===== src/rtl/counter_seq_ctrl.sv =====
// ---------------------------------------------------------------------------
// counter_seq_ctrl
//
// Sequencer for an 8-bit free-running counter datapath. On an accepted `go`
// it runs `reps` passes, where each pass clears the counter, pulses its start
// strobe and waits for the returned count to reach `limit`. A watchdog aborts
// the run with `err` if the count stops moving while waiting.
//
// Ports:
//   clk        in   system clock, rising edge
//   rst_n      in   asynchronous active-low reset
//   go         in   run request, sampled only in IDLE
//   abort      in   terminate current run, sampled in every non-IDLE state
//   limit      in   terminal count, latched on accepted go
//   reps       in   number of passes, latched on accepted go (0 acts as 1)
//   cnt_q      in   count value returned by the counter
//   cnt_clr    out  clear strobe to the counter
//   cnt_start  out  start strobe to the counter
//   busy       out  high in every state except IDLE
//   done       out  one-cycle pulse on normal completion
//   err        out  sticky error, cleared by the next accepted go
//   rep_cnt    out  passes completed in the current run
// ---------------------------------------------------------------------------
module counter_seq_ctrl #(
    parameter int WIDTH    = 8,
    parameter int REP_W    = 4,
    parameter int WDOG_CYC = 16
) (
    input  logic             clk,
    input  logic             rst_n,
    input  logic             go,
    input  logic             abort,
    input  logic [WIDTH-1:0] limit,
    input  logic [REP_W-1:0] reps,
    input  logic [WIDTH-1:0] cnt_q,
    output logic             cnt_clr,
    output logic             cnt_start,
    output logic             busy,
    output logic             done,
    output logic             err,
    output logic [REP_W-1:0] rep_cnt
);

    localparam int WD_W = 8;
    localparam logic [WD_W-1:0] WDOG_LAST = WD_W'(WDOG_CYC - 1);

    typedef enum logic [2:0] {
        S_IDLE,
        S_CLR,
        S_START,
        S_WAIT,
        S_FIN,
        S_ABRT
    } state_t;

    state_t           state_q, state_d;
    logic [WIDTH-1:0] limit_q, limit_d;
    logic [REP_W-1:0] reps_q, reps_d;
    logic [REP_W-1:0] rep_cnt_q, rep_cnt_d;
    logic [WD_W-1:0]  wdog_q, wdog_d;
    logic [WIDTH-1:0] prev_cnt_q;
    logic             err_q, err_d;

    logic [REP_W:0]   rep_next;
    logic [REP_W:0]   reps_eff;

    // One extra bit so the pass-count comparison cannot wrap.
    assign rep_next = {1'b0, rep_cnt_q} + (REP_W+1)'(1);
    assign reps_eff = (reps_q == '0) ? (REP_W+1)'(1) : {1'b0, reps_q};

    always_comb begin
        state_d   = state_q;
        limit_d   = limit_q;
        reps_d    = reps_q;
        rep_cnt_d = rep_cnt_q;
        wdog_d    = wdog_q;
        err_d     = err_q;

        unique case (state_q)
            S_IDLE: begin
                if (go) begin
                    if (limit != '0) begin
                        state_d   = S_CLR;
                        limit_d   = limit;
                        reps_d    = reps;
                        rep_cnt_d = '0;
                        err_d     = 1'b0;
                    end else begin
                        // A zero limit could never terminate a pass.
                        err_d = 1'b1;
                    end
                end
            end
            S_CLR: begin
                state_d = abort ? S_ABRT : S_START;
            end
            S_START: begin
                state_d = abort ? S_ABRT : S_WAIT;
                wdog_d  = '0;
            end
            S_WAIT: begin
                // Priority: abort, then match, then watchdog.
                if (abort) begin
                    state_d = S_ABRT;
                end else if (cnt_q == limit_q) begin
                    rep_cnt_d = rep_next[REP_W-1:0];
                    state_d   = (rep_next >= reps_eff) ? S_FIN : S_CLR;
                end else if (cnt_q == prev_cnt_q) begin
                    if (wdog_q == WDOG_LAST) begin
                        err_d   = 1'b1;
                        state_d = S_ABRT;
                    end else begin
                        wdog_d = wdog_q + WD_W'(1);
                    end
                end else begin
                    wdog_d = '0;
                end
            end
            S_FIN:   state_d = S_IDLE;
            S_ABRT:  state_d = S_IDLE;
            default: state_d = S_IDLE;
        endcase
    end

    // State, latched run parameters and Moore outputs decoded from the next
    // state so every output lines up with the state it belongs to.
    always_ff @(posedge clk or negedge rst_n) begin
        if (!rst_n) begin
            state_q    <= S_IDLE;
            limit_q    <= '0;
            reps_q     <= '0;
            rep_cnt_q  <= '0;
            wdog_q     <= '0;
            prev_cnt_q <= '0;
            err_q      <= 1'b0;
            cnt_clr    <= 1'b0;
            cnt_start  <= 1'b0;
            busy       <= 1'b0;
            done       <= 1'b0;
            err        <= 1'b0;
            rep_cnt    <= '0;
        end else begin
            state_q    <= state_d;
            limit_q    <= limit_d;
            reps_q     <= reps_d;
            rep_cnt_q  <= rep_cnt_d;
            wdog_q     <= wdog_d;
            prev_cnt_q <= cnt_q;
            err_q      <= err_d;
            cnt_clr    <= (state_d == S_CLR) || (state_d == S_FIN) || (state_d == S_ABRT);
            cnt_start  <= (state_d == S_START);
            busy       <= (state_d != S_IDLE);
            done       <= (state_d == S_FIN);
            err        <= err_d;
            rep_cnt    <= rep_cnt_d;
        end
    end

endmodule


===== config.mk =====
export PLATFORM = sky130hd
export DESIGN_NAME = counter_seq_ctrl
export DESIGN_NICKNAME = d
export VERILOG_FILES = /design/src/rtl/counter_seq_ctrl.sv
export SDC_FILE = /design/constraint.sdc
export NUM_CORES = 1
export LEC_CHECK = 0
export BUFFER_PORTS_ARGS = -buffer_cell sky130_fd_sc_hd__clkbuf_2
export CAP_MARGIN = 10
export CORE_ASPECT_RATIO = 1.25
export CORE_MARGIN = 2
export CORE_UTILIZATION = 55
export DETAILED_ROUTE_END_ITERATION = 10
export GPL_TIMING_DRIVEN = 1
export PLACE_DENSITY_LB_ADDON = 0.12
export SYNTH_ARGS = -nofsm -noshare
export SYNTH_HDL_FRONTEND = slang
export SYNTH_SLANG_ARGS = --single-unit

===== constraint.sdc =====
create_clock -name clk -period 3.9 [get_ports clk]
set_input_delay 0.78 -clock clk [delete_from_list [all_inputs] [get_ports clk]]
set_output_delay 0.78 -clock clk [all_outputs]
set_load 0.005 [all_outputs]

==> reports/results.tsv <==
stage	metric	value	unit
run_status	result_of_the_run	finished, final reports clean	
floorplanning	die_area	4304	sq um
yosys	count_of_flip_flops_with_a_built_in_enable_after_synthesis	0	
critical_path	timing.critical_path.to_type	flip-flop	
timing	setup-violations-final	0	
pwr	total_switching_power	0.0004660	W
critical_path	critPathMaxFanout	11	
routing	via_count	1660	
yosys	syn_nets	233	
timing	worst_clock_skew	0.005229	ns
grt	grt_pass1_wl	7286	microns
timing	setup_repair_after_global_routing_missed_its_margin	no	
routing	drc_errors	0	
cts	cts.clk_slew.worst_paths	0.08	ns
timing	tns	0	ns
pwr	pwr-share-comb	32.2	%
timing	timing.final.crit_period	2.708	ns
placement	place.detailed.instances	270	
pwr	static-leakage-power	1.116	nW
routing	post_drt_via_cell_ratio	5.971	
yosys	top_flip_flop_cell_by_instance_count_after_synthesis	dfrtp_1	
floorplanning	die_w	59.08	microns
routing	route.antenna.remaining_nets	0	
yosys	ys_seq_elements	40	
critical_path	timing.critical_path.slowest_cell_delay	0.70	ns
hold_path	hold_class	reg2reg	
grt	globalRoute.totalOverflow	0	
timing	final-max-slew-violation-count	0	
floorplanning	io-pin-count	33	
routing	wirelength	4275	microns
cts	cts-resized-gates	0	
finish	fin_cells	278	
cts	clock_sinks	40	
placement	gp_congestion	0.9188	
floorplanning	core	3722	sq um
yosys	postSynthAreaPerCell	10.27	sq um
critical_path	crit_required	4.07	ns
floorplanning	rows	25	
critical_path	crit_type	in2reg	
pwr	power_density	580.2	nW/um^2
critical_path	cp_slowest_cell	a31oi_1	
critical_path	arrival	2.88	ns
critical_path	crit_path_start_kind	input pin	
floorplanning	floorplan.initialDensity	56.03	%
routing	drtPass1Iterations	4	
timing	worst-slew-pin-transition	0.9550	ns
critical_path	crit_path_cell_trace	clkbuf_2 -> xor2_1 -> nor4_1 -> nand4_1 -> a31oi_1 -> or2_2 -> o31ai_1	
cts	post_cts_setup_repair_bufs	0	
cts	clk_latency	0.29	ns
pwr	power_frac_clock	24.0	%
cts	cts_made_buffers	5	
timing	hold_viol_final	0	
finish	mostFrequentLayoutCells	dfrtp_1 (40), clkbuf_2 (32), xor2_1 (17)	
pwr	swShare	33.62	%
grt	grt.total_usage	22.29	%
finish	net_count_of_the_finished_layout	267	
yosys	netlist_area	2086	sq um
finish	final_core_util	64.17	%
yosys	ys_types	45	
routing	wl_per_cell	15.38	microns
timing	timing.final.crit_share	69.43	%
yosys	postSynthCellCount	203	
cts	ctsRootBufferMaster	clkbuf_8	
pwr	p_seq_share	43.8	%
cts	ctsLongestPathBuffers	2	
pwr	power_internal	0.0009199	W
finish	mostFrequentLayoutCell	dfrtp_1	
finish	layout-drive-gt1-share	24.37	%
grt	grt_max_degree	41	
cts	hold_buffers	0	
finish	final_design_instance_area_without_fill	2389	sq um
timing	achievable-frequency	369.3	MHz
placement	dpl.hpwl	3255	microns
finish	areaGrowthSynthToFinish	14.52	%
cts	cts_tree	built	
placement	placement.io_buffers	32	
grt	vias_in_the_first_global_route	1612	
job	max_cap_viol_count	0	
yosys	seq_area_frac_synth	47.99	%
routing	drtIter0Drc	61	
finish	nFillCells	323	
cts	cts_htree_levels	2	
yosys	ys_warn_count	0	
finish	n_antenna_cell	0	
grt	number_of_antenna_violations_at_the_first_check_in_global_routing	0	
pwr	report.power.total	0.001386	W
yosys	synth-async-reset-ratio	100.0	%
placement	detailed_place.area	2277	sq um
floorplanning	die_height	72.85	microns
pwr	power.ir.vdd_worst	0.0003468	V
timing	max_slew_margin	36.33	%
-- cells by family after synthesis --
group	share of synthesized area [%]
buf+inv	3.059
flops	47.99
fa+ha+maj	3.599
simple gates	16.80
mux	5.339
xor+xnor	7.558
compound gates	15.66
-- routing by layer --
metal / vias up / wire length [microns] / global-route usage [%] / share of wire, %
met5: - / 0 / 0 / 0
met2: 41 / 2298 / 40.86 / 54
met1: 814 / 1752 / 24.68 / 41
li1: 796 / - / - / -
met3: 9 / 147 / 5.851 / 3.4
met4: 0 / 76 / 6.818 / 1.8
-- cell type report --
type	count	area (sq um)	share of cell area (%)
clock buffers	5	68.82	2.881
clock inverters	3	42.54	1.781
inverters	10	37.54	1.572
multi-input cells	147	1021	42.74
flip-flops and latches	40	1001	41.91
well taps	40	50.05	2.095
repair buffers	33	167.7	7.019
-- sequential cells by signal, indices dropped and copies added, names as in the netlist --
| register | flops |
|---|---|
| limit_q | 8 |
| reps_q | 4 |
| cnt_start | 1 |
| done | 1 |
| cnt_clr | 1 |
| err_q | 1 |
| state_q | 3 |
| busy | 1 |
| rep_cnt_q | 4 |
| prev_cnt_q | 8 |
| wdog_q | 8 |
-- stage by stage --
stage | hold slack [ns] | setup WS, ns
after global placement | 0.4664 | 0.9423
final | 0.5098 | 1.192
after detailed placement | 0.4958 | 0.9137
after floorplan | 0.4366 | 1.441
after global routing | 0.5402 | 0.9466
after CTS | 0.5132 | 1.227
-- power by group through the flow --
stage                     logic (W)  registers [W]  clock network (W)
final                      0.000446       0.000607           0.000333
after global routing       0.000505       0.000622           0.000358
after CTS                  0.000452       0.000609           0.000341
after detailed placement   0.000450       0.000617                  0
after global placement     0.000425       0.000611                  0
after floorplan            0.000351       0.000578                  0
-- critical path, delay by kind of cell --
kind | cells | cell delay [ns]
buffers and inverters | 1 | 0.11
AO/OA/AOI/OAI | 2 | 0.79
XOR/XNOR | 1 | 0.15
AND/OR/NAND/NOR | 3 | 1.03
-- cells in the mapped netlist (2+ instances only) --
| master | n | area (sq um) |
|---|---|---|
| dfrtp_1 | 40 | 1001 |
| xor2_1 | 17 | 148.9 |
| nand2_1 | 16 | 60.06 |
| nor2_1 | 16 | 60.06 |
| o21ai_0 | 16 | 80.08 |
| inv_1 | 10 | 37.54 |
| mux2_2 | 9 | 101.4 |
| ha_1 | 6 | 75.07 |
| nor4_1 | 6 | 37.54 |
| a21oi_1 | 5 | 25.02 |
| nand2b_1 | 5 | 31.28 |
| nand3_1 | 5 | 25.02 |
| and3_1 | 3 | 18.77 |
| buf_2 | 3 | 15.01 |
| clkbuf_1 | 3 | 11.26 |
| o31ai_1 | 3 | 22.52 |
| o32ai_1 | 3 | 26.28 |
| a31oi_1 | 2 | 12.51 |
| a41o_1 | 2 | 20.02 |
| and2_1 | 2 | 12.51 |
| nand4_1 | 2 | 12.51 |
| nor2_2 | 2 | 12.51 |
| o211ai_1 | 2 | 15.01 |
| o21bai_1 | 2 | 15.01 |
| or2_2 | 2 | 12.51 |
| or4_1 | 2 | 15.01 |
-- path summary, 6_finish.rpt --
check | startpoint | to | slack, ns | depth (start not counted)
worst max-delay path | cnt_q[3] | wdog_q[7] | 1.19 | 7
worst min-delay path | wdog_q[1] | wdog_q[1] | 0.51 | 2
worst max register to register | wdog_q[4] | wdog_q[7] | 1.36 | 6
worst min register to register | wdog_q[1] | wdog_q[1] | 0.51 | 2
max in group asynchronous | rst_n | rep_cnt_q[1] | 2.69 | 1
min in group asynchronous | rst_n | wdog_q[0] | 0.62 | 1
(Power assumes the default switching activity.)
